**src/rtl/instruction_loader.sv**
```systemverilog
// Byte-serial instruction loader: packs four bytes per word big-endian and writes them to
// instruction memory while holding the CPU. Define LOADER_OPCODE_CHECK_EN to reject illegal opcodes.
module instruction_loader (
  input  logic        CLK,
  input  logic        RESET,
  input  logic        START,
  input  logic [7:0]  WORD_COUNT,
  input  logic [7:0]  BYTE_IN,
  input  logic        BYTE_VALID,
  output logic        BYTE_READY,
  output logic [7:0]  IMEM_ADDR,
  output logic [31:0] IMEM_DATA,
  output logic        IMEM_WRITE,
  input  logic        IMEM_BUSY,
  output logic        CPU_HOLD,
  output logic        DONE,
  output logic        ERROR
);

  typedef enum logic [1:0] {StIdle, StCollect, StWrite, StFinish} state_e;

  state_e      state_q;
  logic [1:0]  byte_idx_q;
  logic [7:0]  word_count_q;
  logic        reject;

`ifdef LOADER_OPCODE_CHECK_EN
  function automatic logic opcode_legal(input logic [7:0] op);
    return (op <= 8'h07) || ((op >= 8'h0C) && (op <= 8'h10));
  endfunction

  // Only the first byte of each word carries the opcode.
  assign reject = (byte_idx_q == 2'd0) && !opcode_legal(BYTE_IN);
`else
  assign reject = 1'b0;
  assign ERROR  = 1'b0;
`endif

  always_ff @(posedge CLK or posedge RESET) begin
    if (RESET) begin
      state_q      <= StIdle;
      byte_idx_q   <= 2'd0;
      word_count_q <= 8'd0;
      BYTE_READY   <= 1'b0;
      IMEM_ADDR    <= 8'd0;
      IMEM_DATA    <= 32'd0;
      IMEM_WRITE   <= 1'b0;
      CPU_HOLD     <= 1'b0;
      DONE         <= 1'b0;
`ifdef LOADER_OPCODE_CHECK_EN
      ERROR        <= 1'b0;
`endif
    end else begin
      case (state_q)
        StIdle: begin
          if (START) begin
            DONE         <= 1'b0;
`ifdef LOADER_OPCODE_CHECK_EN
            ERROR        <= 1'b0;
`endif
            byte_idx_q   <= 2'd0;
            IMEM_ADDR    <= 8'd0;
            word_count_q <= WORD_COUNT;
            if (WORD_COUNT != 8'd0) begin
              state_q    <= StCollect;
              BYTE_READY <= 1'b1;
              CPU_HOLD   <= 1'b1;
            end else begin
              state_q    <= StFinish;
            end
          end
        end

        StCollect: begin
          if (BYTE_VALID && BYTE_READY) begin
            if (reject) begin
              // CPU stays held after an error until software restarts the load.
`ifdef LOADER_OPCODE_CHECK_EN
              ERROR      <= 1'b1;
`endif
              BYTE_READY <= 1'b0;
              state_q    <= StIdle;
            end else begin
              IMEM_DATA  <= {IMEM_DATA[23:0], BYTE_IN};
              byte_idx_q <= byte_idx_q + 2'd1;
              if (byte_idx_q == 2'd3) begin
                BYTE_READY <= 1'b0;
                IMEM_WRITE <= 1'b1;
                state_q    <= StWrite;
              end
            end
          end
        end

        StWrite: begin
          if (!IMEM_BUSY) begin
            IMEM_WRITE <= 1'b0;
            if (IMEM_ADDR == word_count_q - 8'd1) begin
              state_q <= StFinish;
            end else begin
              IMEM_ADDR  <= IMEM_ADDR + 8'd1;
              byte_idx_q <= 2'd0;
              BYTE_READY <= 1'b1;
              state_q    <= StCollect;
            end
          end
        end

        StFinish: begin
          DONE     <= 1'b1;
          CPU_HOLD <= 1'b0;
          state_q  <= StIdle;
        end

        default: state_q <= StIdle;
      endcase
    end
  end

endmodule

```
**config.mk**
```make
export PLATFORM = sky130hd
export DESIGN_NAME = instruction_loader
export DESIGN_NICKNAME = d
export VERILOG_FILES = /design/src/rtl/instruction_loader.sv
export SDC_FILE = /design/constraint.sdc
export NUM_CORES = 1
export LEC_CHECK = 0
export ABC_AREA = 0
export BUFFER_PORTS_ARGS = -buffer_cell sky130_fd_sc_hd__buf_2
export CAP_MARGIN = 20
export CELL_PAD_IN_SITES_DETAIL_PLACEMENT = 2
export CELL_PAD_IN_SITES_GLOBAL_PLACEMENT = 2
export CORE_ASPECT_RATIO = 0.6
export CORE_UTILIZATION = 26
export DETAILED_ROUTE_END_ITERATION = 8
export PLACE_DENSITY = 0.67
export SYNTH_ARGS = -nofsm -noshare
export SYNTH_HDL_FRONTEND = slang
export SYNTH_SLANG_ARGS = --single-unit
```
**constraint.sdc**
```tcl
create_clock -name CLK -period 2.5 [get_ports CLK]
set_input_delay 0.5 -clock CLK [delete_from_list [all_inputs] [get_ports CLK]]
set_output_delay 0.5 -clock CLK [all_outputs]
set_load 0.005 [all_outputs]
```
==> results by group, run 1 <==
Timing
  • Endpoints failing hold: 0
  • TNS Setup: 0 ns
  • Post-layout minimum cycle time: 2.26 ns
  • Fin Hold WS: 0.177 ns
  • Final Skew: 0.00288 ns
  • Crit share post-route: 90.4%
  • Worst Tran Pin Value: 0.549 ns
  • Rel. slew slack: a little under two thirds
  • RSZ-0062 raised after global routing: false
  • Endpoints failing setup: 0
  • Max Clk Rate: 442 MHz
  • Slew Limit Fails: 0

Cells and area
  • Nets: 332
  • Diodes inserted: 0
  • Area Overhead vs Synth: 25.8%
  • Layout cells sized above 1: 37.3%
  • Core Util, Final: 33.6%

Synth
  • Main combinational cell family by area after synthesis: simple AND/OR/NAND/NOR gates
  • Post-synth EDFFs: 0
  • Synth top cells by count: dfrtp_1 (56), nand2_1 (36), mux2_2 (32), a21oi_1 (10)
  • Simple-gate area share of the yosys netlist: 15.5%
  • Post-synthesis adder-cell area fraction: 1.43%
  • Post-synthesis cell count: 240
  • Avg Cell Area, Syn: 11.0 sq um
  • Sequential share of the synthesized area: 53.2%
  • Synth Flop Type: dfrtp_1
  • Synth Cell Area: 2630 sq um
  • Most common cell in the netlist: dfrtp_1
  • Yosys warning count: 0
  • Mux contribution to synthesized area: 14.1%
  • Synth Area in XOR/XNOR: about 2.7%
  • Post-synthesis compound-gate area fraction: 9.84%
  • Largest area contributor in the netlist: dfrtp_1
  • Synth Register Bits: 56
  • Post-synth top area share: a little over half
  • Mapped Nets: roughly 260
  • Distinct cells, synth: 44
  • Asr flop ratio synth: 100%
  • Largest cells by area after synthesis: dfrtp_1 (53%), mux2_2 (14%), nand2_1 (5.1%)

Global route
  • Largest net degree at the start of global routing: 34
  • Total gr overflow: 0
  • Initial antenna violation count: 0
  • First-pass GRT wire length: 12000 microns
  • Vias in the first global route: 2170
  • Tot GR Track Use: 15.0%

Power and ir drop
  • Max VDD drop: 400 uV
  • Pwr per Cell Area: 1260 nW/um^2
  • Leak pwr: approximately 1.6 nW

Die
  • Chip width: roughly 130 microns
  • Starting Density: 26.7%
  • CORE AREA: approximately 9800 sq um
  • Die H: 79.9 microns
  • Die footprint: approximately 11000 sq um
  • I/O Pins: 66
  • Row count: 28

Setup path
  • Reg2reg start: word_count_q[1]$_DFFE_PP0P_
  • Worst r2r dst: IMEM_ADDR[5]$_DFFE_PP0P_
  • Critical Path RT: 2.68 ns
  • Crit Path Max Fanout: 15
  • Worst Setup End Kind: flip-flop
  • R2R setup slack: about 0.24 ns
  • CP startpoint kind: flip-flop
  • Crit path kind: flip-flop to flip-flop
  • Crit path arrival time: 2.44 ns
  • Worst R2R Path Depth: 9

Hold path
  • Worst hold-check path type: input port to asynchronous set/reset pin

Clock tree
  • Clock transition at path regs: 0.07 ns
  • Clock Sinks: 56
  • Clk_lat worst skew: 0.30 ns
  • Total CTS buffers: 5
  • Max Root-Sink Buffers: 2
  • CTS H-tree depth: 2
  • Clock root cell: clkbuf_16
  • CTS tree: yes
  • Post-CTS Repair Setup Buffers: 0

Placement
  • Port Buf Inserts: 64
  • Routability cong.: 0.803
  • DP HPWL: 5750 microns

Run
  • Max_cap viols: 0

Routing
  • Pre-antenna DRT Iters: 4
  • DRC: 0
  • Via density: 4.73
  • Drt wl/cell: 16.9 microns
  • Antenna Nets Post-Route: 0
  • Routed WL: 7500 microns
  • Via count: 2095
  • DR iter-0 viols: 55

Run status
  • Status: completed
==> cell families after synthesis <==
kind of cell             count (synthesis)
other                                    1
adder cells (fa/ha/maj)                  3
buffers and inverters                   18
XOR/XNOR                                 8
AND/OR/NAND/NOR                         81
AO/OA/AOI/OAI                           40
flip-flops                              56
multiplexers                            33
==> repair_timing <==
action | 4_1_cts | 5_1_grt
hold endpoints to repair | 0 | 0
resized for setup | 0 | 2
hold buffers | 0 | 0
endpoints found under the setup margin | 0 | 6
==> worst max path at each step <==
stage	start	to	cells after the start
floorplan	word_count_q[0]$_DFFE_PP0P_	IMEM_ADDR[2]$_DFFE_PP0P_	10
detailed placement	word_count_q[0]$_DFFE_PP0P_	IMEM_ADDR[5]$_DFFE_PP0P_	9
global route	word_count_q[1]$_DFFE_PP0P_	IMEM_ADDR[5]$_DFFE_PP0P_	9
global placement	word_count_q[0]$_DFFE_PP0P_	IMEM_ADDR[3]$_DFFE_PP0P_	9
CTS	word_count_q[0]$_DFFE_PP0P_	IMEM_ADDR[5]$_DFFE_PP0P_	9
finish	word_count_q[1]$_DFFE_PP0P_	IMEM_ADDR[5]$_DFFE_PP0P_	9
==> worst max-delay path, stage by stage, from the launching register on <==
cell	delay, ns
dfrtp_1	0.43
inv_1	0.09
ha_2	0.23
xnor2_1	0.13
and4_1	0.20
a41oi_1	0.19
a211oi_2	0.10
buf_4	0.20
nand2b_1	0.21
o41ai_1	0.36
==> cell type report <==
class,count,area (sq um)
fill,1106,6530
sequential,56,1400
multi-input combinational,166,1150
timing repair buffer,71,373
tap,135,169
clock buffer,5,125
clock inverter,2,60.1
inverter,8,30.0
==> layout by cell type (no fill, tap or decap), types with 5 or more instances in the layout <==
master,netlist,routed
nor2_1,7,7
inv_1,8,7
mux2_2,32,32
nand2b_1,8,8
clkbuf_16,0,5
a21oi_1,10,10
nand3_1,5,5
o21ai_0,8,8
buf_2,1,64
o21ai_1,5,5
buf_4,1,7
dfrtp_1,56,55
nand2_1,36,36
==> routing by layer <==
metal	up-vias	GRT usage, %	share of wire, %
li1	984	-	-
met1	1070	22.0	53
met2	34	21.6	42
met3	7	3.56	3.8
met4	0	4.19	0.95
met5	-	0	0
==> per-stage QoR <==
step	setup WS (ns)	instances	area [sq um]	power, mW
3_3_place_gp	0.246	436	3120	3.21
2_1_floorplan	0.427	240	2630	2.60
3_5_place_dp	0.130	436	3120	3.31
5_1_grt	0.0494	443	3310	4.51
4_1_cts	0.105	443	3310	4.24
6_report	0.240	443	3310	4.17
==> sequential cells by signal, summed over array words and instances (netlist names) <==
name,cells
DONE,1
BYTE_READY,1
IMEM_WRITE,1
word_count_q,8
state_q,2
IMEM_ADDR,8
CPU_HOLD,1
IMEM_DATA,32
byte_idx_q,2
==> power by group <==
part	switching, mW	leakage, nW	internal [mW]
sequential	0.395	0.695	1.30
clock	0.333	0.0899	0.569
combinational	0.759	0.818	0.815
(Power assumes the default switching activity.)
==> inputs of run 2 (changes only) <==
--- a/config.mk
+++ b/config.mk
@@ -5,7 +5,7 @@
 export SDC_FILE = /design/constraint.sdc
 export NUM_CORES = 1
 export LEC_CHECK = 0
-export ABC_AREA = 0
+export ABC_AREA = 1
 export BUFFER_PORTS_ARGS = -buffer_cell sky130_fd_sc_hd__buf_2
 export CAP_MARGIN = 20
 export CELL_PAD_IN_SITES_DETAIL_PLACEMENT = 2
@@ -13,7 +13,7 @@
 export CORE_ASPECT_RATIO = 0.6
 export CORE_UTILIZATION = 26
 export DETAILED_ROUTE_END_ITERATION = 8
-export PLACE_DENSITY = 0.67
+export PLACE_DENSITY = 0.7
 export SYNTH_ARGS = -nofsm -noshare
 export SYNTH_HDL_FRONTEND = slang
 export SYNTH_SLANG_ARGS = --single-unit
==> results by group, run 2 <==
Timing
  • Max Clk Rate: 517 MHz (+17%)
  • Worst Tran Pin Value: 0.629 ns (+0.0797 ns)
  • Crit share post-route: 77.4% (-13 points)
  • Rel. slew slack: 58.0% (-5.4 points)
  • Fin Hold WS: 0.281 ns (+0.104 ns)
  • Slew Limit Fails: 0 (unchanged)
  • Final Skew: 0.00559 ns (+0.00271 ns)
  • Endpoints failing hold: 0 (unchanged)
  • Post-layout minimum cycle time: 1.94 ns (-0.325 ns)
  • RSZ-0062 raised after global routing: false
  • TNS Setup: 0 ns (unchanged)
  • Endpoints failing setup: 0 (unchanged)

Die
  • Die H: 82.0 microns (+2.6%)
  • CORE AREA: 10100 sq um (+2.8%)
  • Starting Density: 27.4% (+0.66 points)
  • Chip width: 135 microns (+2.6%)
  • Die footprint: 11100 sq um (+5.3%)
  • I/O Pins: 66 (unchanged)
  • Row count: 28 (unchanged)

Clock tree
  • Clock root cell: clkbuf_16
  • CTS tree: yes
  • Max Root-Sink Buffers: 2 (unchanged)
  • Clk_lat worst skew: 0.30 ns (about the same)
  • CTS Hold Bufs: 0 (unchanged)
  • Clock transition at path regs: 0.07 ns (about the same)
  • Post-CTS Repair Setup Buffers: 0 (unchanged)
  • Post-CTS sizing: 0 (unchanged)
  • Clock Sinks: 56 (unchanged)
  • CTS H-tree depth: 2 (unchanged)
  • Total CTS buffers: 5 (unchanged)

Placement
  • Placement-stage cell area: 3260 sq um (+4.4%)
  • Routability cong.: 0.798 (-0.55%)
  • Port Buf Inserts: 64 (unchanged)
  • DP HPWL: 6010 microns (+4.6%)

Synth
  • Synth Area in XOR/XNOR: 0.947% (-1.7 points)
  • Asr flop ratio synth: 100% (unchanged)
  • Post-synthesis compound-gate area fraction: 9.07% (-0.77 points)
  • Synth Register Bits: 56 (unchanged)
  • Post-synthesis cell count: 313 (+30%)
  • Synth top cells by count: nand2_1 (74), dfrtp_1 (56), inv_1 (32), nor2_1 (24)
  • Mux contribution to synthesized area: 5.68% (-8.4 points)
  • Avg Cell Area, Syn: 8.86 sq um (-19%)
  • Post-synth top area share: 50.5% (-2.7 points)
  • Most common cell in the netlist: nand2_1
  • Yosys warning count: 0 (unchanged)
  • Largest area contributor in the netlist: dfrtp_1
  • Synth Cell Area: 2770 sq um (+5.4%)
  • Mapped Nets: 337 (+28%)
  • Post-synth EDFFs: 0 (unchanged)
  • Distinct cells, synth: 31 (-30%)
  • Sequential share of the synthesized area: 50.5% (-2.7 points)
  • Synth Flop Type: dfrtp_1
  • Main combinational cell family by area after synthesis: simple AND/OR/NAND/NOR gates
  • Post-synthesis adder-cell area fraction: 1.35% (-0.073 points)
  • Simple-gate area share of the yosys netlist: 24.9% (+9.3 points)
  • Largest cells by area after synthesis: dfrtp_1 (51%), nand2_1 (10%), mux2_2 (5.7%)

Cells and area
  • Fillers: 1158 (+4.7%)
  • Multi-input gate area: 1170 sq um (+1.4%)
  • Diodes inserted: 0 (unchanged)
  • Sequential cell area: 1400 sq um (about the same)
  • Nets: 403 (+21%)
  • Core Util, Final: 33.6% (about the same)
  • Design Area, Final: 3410 sq um (+2.8%)
  • Commonest non-fill, non-tap cell in the layout: nand2_1
  • Most frequent cells in the layout: nand2_1 (73), buf_2 (64), dfrtp_1 (56)
  • Area Overhead vs Synth: 22.8%
  • Largest registers: IMEM_DATA (32), IMEM_ADDR (8), word_count_q (8)
  • Layout cells sized above 1: 33.2% (-4.2 points)
  • Top reg by flops: IMEM_DATA
  • Largest register FFs: 32 (unchanged)

Setup path
  • CP startpoint kind: flip-flop
  • Crit Path Max Fanout: 16 (+1)
  • Worst setup path startpoint: word_count_q[0]$_DFFE_PP0P_
  • Reg2reg start: word_count_q[0]$_DFFE_PP0P_
  • Worst Setup End Kind: flip-flop
  • Crit path arrival time: 2.16 ns (-0.28 ns)
  • Crit path kind: flip-flop to flip-flop
  • Critical Path RT: 2.72 ns (+0.04 ns)

Hold path
  • Worst hold-check path type: input port to asynchronous set/reset pin

Global route
  • Initial antenna violation count: 0 (unchanged)
  • Vias in the first global route: 2372 (+9.3%)
  • Largest net degree at the start of global routing: 51 (+50%)
  • Total gr overflow: 0 (unchanged)
  • First-pass GRT wire length: 12600 microns (+4.6%)
  • Tot GR Track Use: 15.0% (-0.034 points)

Routing
  • DRC: 0 (unchanged)
  • DR iter-0 viols: 72 (+31%)
  • Drt wl/cell: 14.9 microns (-12%)
  • Pre-antenna DRT Iters: 4 (unchanged)
  • Via density: 4.44 (-6.1%)
  • Antenna Nets Post-Route: 0 (unchanged)
  • Via count: 2288 (+9.2%)
  • Routed WL: 7660 microns (+2.1%)

Power and ir drop
  • Leak pwr: 1.78 nW (+11%)
  • Pwr per Cell Area: 1180 nW/um^2 (-6.4%)
  • Max VDD drop: 340 uV (-15%)

Run
  • Max_cap viols: 0 (unchanged)

Run status
  • Status: completed
## run 2: cells by family after synthesis
logic type               after synthesis
AND/OR/NAND/NOR                      145
multiplexers                          14
flip-flops                            56
other                                  1
buffers and inverters                 49
adder cells (fa/ha/maj)                3
AO/OA/AOI/OAI                         42
XOR/XNOR                               3
## run 2: layer usage
metal  routed length, microns  up-vias  GRT usage, %  part of all wire, %
li1                         -     1126             -                    -
met1                     4100     1112          22.2                   54
met2                     3190       44          21.8                   42
met3                      316        6          3.40                  4.1
met4                       53        0          3.37                 0.69
met5                        0        -             0                    0
## run 2: layout make-up
| type | count | area share [%] |
|---|---|---|
| tap | 135 | 4.96 |
| timing repair buffer | 67 | 10.8 |
| sequential | 56 | 41.1 |
| multi-input combinational | 208 | 34.3 |
| clock inverter | 2 | 0.478 |
| clock buffer | 6 | 3.78 |
| inverter | 41 | 4.52 |
## run 2: worst max-delay path, stage by stage, from the launching register on
cell     delay, ns
dfrtp_1       0.39
inv_2         0.11
ha_1          0.24
inv_1         0.06
nand2_1       0.09
nand2_1       0.06
nand2_1       0.05
nand2_1       0.08
nor2_4        0.11
nand3_2       0.08
nor2_4        0.11
nand2_4       0.10
nand2_4       0.21
nand2_1       0.10
o21ai_2       0.07
## run 2: worst paths after layout
check | end | slack, ns | cells after the start
worst max-delay path | IMEM_ADDR[2]$_DFFE_PP0P_ | 0.56 | 14
worst min-delay path | IMEM_ADDR[2]$_DFFE_PP0P_ | 0.28 | 2
worst max register to register | IMEM_ADDR[2]$_DFFE_PP0P_ | 0.56 | 14
worst min register to register | DONE$_DFFE_PP0P_ | 0.49 | 2
max in group asynchronous | IMEM_DATA[19]$_DFFE_PP0P_ | 1.63 | 3
min in group CLK | word_count_q[1]$_DFFE_PP0P_ | 0.44 | 3
## run 2: per-stage QoR
stage / instances / setup slack, ns / power (mW)
2_1_floorplan: 313 / 0.629 / 2.70
3_3_place_gp: 507 / 0.667 / 3.26
3_5_place_dp: 507 / 0.570 / 3.36
4_1_cts: 515 / 0.539 / 4.11
5_1_grt: 515 / 0.363 / 4.40
6_report: 515 / 0.565 / 4.02
## run 2: where the power goes
part           total, mW  switching (mW)  internal (mW)
registers           1.58           0.310           1.27
logic               1.72            1.02          0.703
clock network      0.714           0.339          0.375
total               4.02            1.66           2.35
==> inputs of run 3 (changes only) <==
==> constraint.sdc (replaced) <==
create_clock -name CLK -period 1.8 [get_ports CLK]
set_input_delay 0.36 -clock CLK [delete_from_list [all_inputs] [get_ports CLK]]
set_output_delay 0.36 -clock CLK [all_outputs]
set_load 0.005 [all_outputs]
==> results by group, run 3 (synthesis gave the netlist of run 2 again) <==
Run status
  • Status: completed

Cells and area
  • Top reg by flops: IMEM_DATA
  • Largest registers: IMEM_DATA (32), IMEM_ADDR (8), word_count_q (8)
  • Nets: 418 (+3.7%)
  • Area Overhead vs Synth: 32.8%
  • Fillers: 1150 (-0.69%)
  • Post-route non-filler standard cell count: 529 (+2.7%)
  • Sequential cell area: 1410 sq um (+0.36%)
  • Largest register FFs: 32 (unchanged)
  • Multi-input gate area: 1280 sq um (+9.2%)
  • Most frequent cells in the layout: buf_2 (64), nand2_1 (63), dfrtp_1 (52)
  • Diodes inserted: 0 (unchanged)
  • Layout cells sized above 1: 42.1% (+9.0 points)
  • Commonest non-fill, non-tap cell in the layout: buf_2

Timing
  • RSZ-0062 raised after global routing: true
  • Max Clk Rate: 588 MHz (+14%)
  • Endpoints failing hold: 0 (unchanged)
  • TNS Setup: 0 ns (unchanged)
  • Endpoints failing setup: 0 (unchanged)
  • Final Skew: 0.00362 ns (-0.00197 ns)
  • Fin Hold WS: 0.112 ns (-0.169 ns)
  • Post-layout minimum cycle time: 1.70 ns (-0.235 ns)
  • Crit share post-route: 94.4% (+17 points)
  • Slew Limit Fails: 0 (unchanged)

Routing
  • Drt wl/cell: 15.1 microns (+1.8%)
  • Routed WL: 8010 microns (+4.6%)
  • DRC: 0 (unchanged)
  • Via count: 2354 (+2.9%)
  • DR iter-0 viols: 47 (-35%)
  • Via density: 4.45 (+0.16%)
  • Pre-antenna DRT Iters: 4 (unchanged)
  • Antenna Nets Post-Route: 0 (unchanged)

Clock tree
  • Total CTS buffers: 5 (unchanged)
  • Clock root cell: clkbuf_16
  • Clk_lat worst skew: 0.29 ns (about the same)
  • Max Root-Sink Buffers: 2 (unchanged)
  • Clock Sinks: 56 (unchanged)
  • CTS H-tree depth: 2 (unchanged)
  • Clock transition at path regs: 0.07 ns (about the same)
  • CTS tree: yes
  • CTS Hold Bufs: 0 (unchanged)

Global route
  • First-pass GRT wire length: 13000 microns (+3.2%)
  • Initial antenna violation count: 0 (unchanged)
  • Vias in the first global route: 2507 (+5.7%)
  • Tot GR Track Use: 15.5% (+0.55 points)
  • Largest net degree at the start of global routing: 57 (+12%)
  • Total gr overflow: 0 (unchanged)

Die
  • Starting Density: 27.4% (unchanged)
  • Die footprint: 11100 sq um (unchanged)
  • CORE AREA: 10100 sq um (unchanged)
  • I/O Pins: 66 (unchanged)
  • Row count: 28 (unchanged)
  • Die H: 82.0 microns (unchanged)
  • Chip width: 135 microns (unchanged)

Power and ir drop
  • Tot Pwr: 6.28 mW (+56%)
  • Pwr per Cell Area: 1700 nW/um^2 (+45%)
  • Leak pwr: 1.90 nW (+6.7%)
  • Max VDD drop: 491 uV (+44%)

Setup path
  • Crit path kind: flip-flop to flip-flop
  • Worst Setup End Kind: flip-flop
  • Critical Path RT: 1.98 ns (-0.74 ns)
  • Reg2reg start: word_count_q[1]$_DFFE_PP0P_
  • R2R setup slack: 0.10 ns (-0.46 ns)
  • Crit path arrival time: 1.88 ns (-0.28 ns)
  • Crit Path Max Fanout: 6 (-10)
  • Worst r2r dst: byte_idx_q[1]$_DFFE_PP0P_
  • Worst R2R Path Depth: 14 (unchanged)
  • CP startpoint kind: flip-flop

Hold path
  • Worst hold-check path type: input port to asynchronous set/reset pin

Run
  • Max_cap viols: 0 (unchanged)

Placement
  • DP HPWL: 6040 microns (+0.49%)
  • Port Buf Inserts: 64 (unchanged)
  • Routability cong.: 0.729 (-8.7%)
  • Placed instance count: 516 (+1.8%)
[run 3: cell types whose count changed in the layout (fill, tap and decap cells not counted), moves of 4 or more]
| cell | change |
|---|---|
| nand2_2 | +9 |
| buf_4 | +14 |
| dfrtp_2 | +4 |
| nand2_1 | -10 |
| nand3_1 | -4 |
| dfrtp_1 | -4 |
[run 3: how the worst max path moves through the flow]
stage	from	end	slack, ns	cells after the start
3_3_place_gp	word_count_q[0]$_DFFE_PP0P_	IMEM_ADDR[2]$_DFFE_PP0P_	0.01	14
5_1_grt	word_count_q[1]$_DFFE_PP0P_	byte_idx_q[1]$_DFFE_PP0P_	-0.04	12
4_1_cts	word_count_q[1]$_DFFE_PP0P_	byte_idx_q[1]$_DFFE_PP0P_	0.008	13
3_5_place_dp	word_count_q[0]$_DFFE_PP0P_	IMEM_ADDR[2]$_DFFE_PP0P_	-0.06	14
2_1_floorplan	RESET	BYTE_READY$_DFFE_PP0P_	0.07	1
6_report	word_count_q[1]$_DFFE_PP0P_	byte_idx_q[1]$_DFFE_PP0P_	0.10	14
[run 3: per-stage QoR]
stage               instance area (sq um)  util (%)  setup WS (ns)
global placement                     3340      33.0         0.0149
CTS                                  3560      35.1        0.00768
global route                         3680      36.4        -0.0353
floorplan                            2770         -         0.0687
finish                               3680      36.4          0.100
detailed placement                   3340      33.0        -0.0629
[run 3: routing by layer]
| metal | track usage (%) | up-vias | wire, microns |
|---|---|---|---|
| met5 | 0 | - | 0 |
| met2 | 23.4 | 43 | 3340 |
| li1 | - | 1158 | - |
| met1 | 22.6 | 1146 | 4290 |
| met4 | 4.04 | 0 | 78 |
| met3 | 2.90 | 7 | 295 |
[run 3: final cells by class]
type                       count  share of cell area [%]
inverter                      41                    4.18
timing repair buffer          82                    13.4
multi-input combinational    208                    34.6
sequential                    56                    38.2
tap                          135                    4.59
clock inverter                 2                    1.63
clock buffer                   5                    3.40
[run 3: critical path: stages, from the launching register on]
cell and delay (ns):
dfrtp_1 0.39, buf_4 0.14, nor2_4 0.13, nand2_4 0.11, inv_2 0.06, nand2_2 0.06
nand2_1 0.08, nand3_2 0.07, nand2_2 0.08, nor2_4 0.04, nand2_4 0.10, buf_12 0.13
nand3_4 0.06, nand2_2 0.08, nand2_1 0.05
[run 3: power by group]
group	switching, mW	internal [mW]	leakage (nW)
Combinational	1.60	1.23	1.12
Sequential	0.425	1.78	0.688
Clock	0.452	0.790	0.0899
[run 3: timing repair]
| item | CTS | global route |
|---|---|---|
| gates resized for setup | 3 | 29 |
| endpoints found under the setup margin | 11 | 12 |
| cloned | 0 | 0 |
| pin swaps | 0 | 15 |
| setup buffers | 2 | 4 |
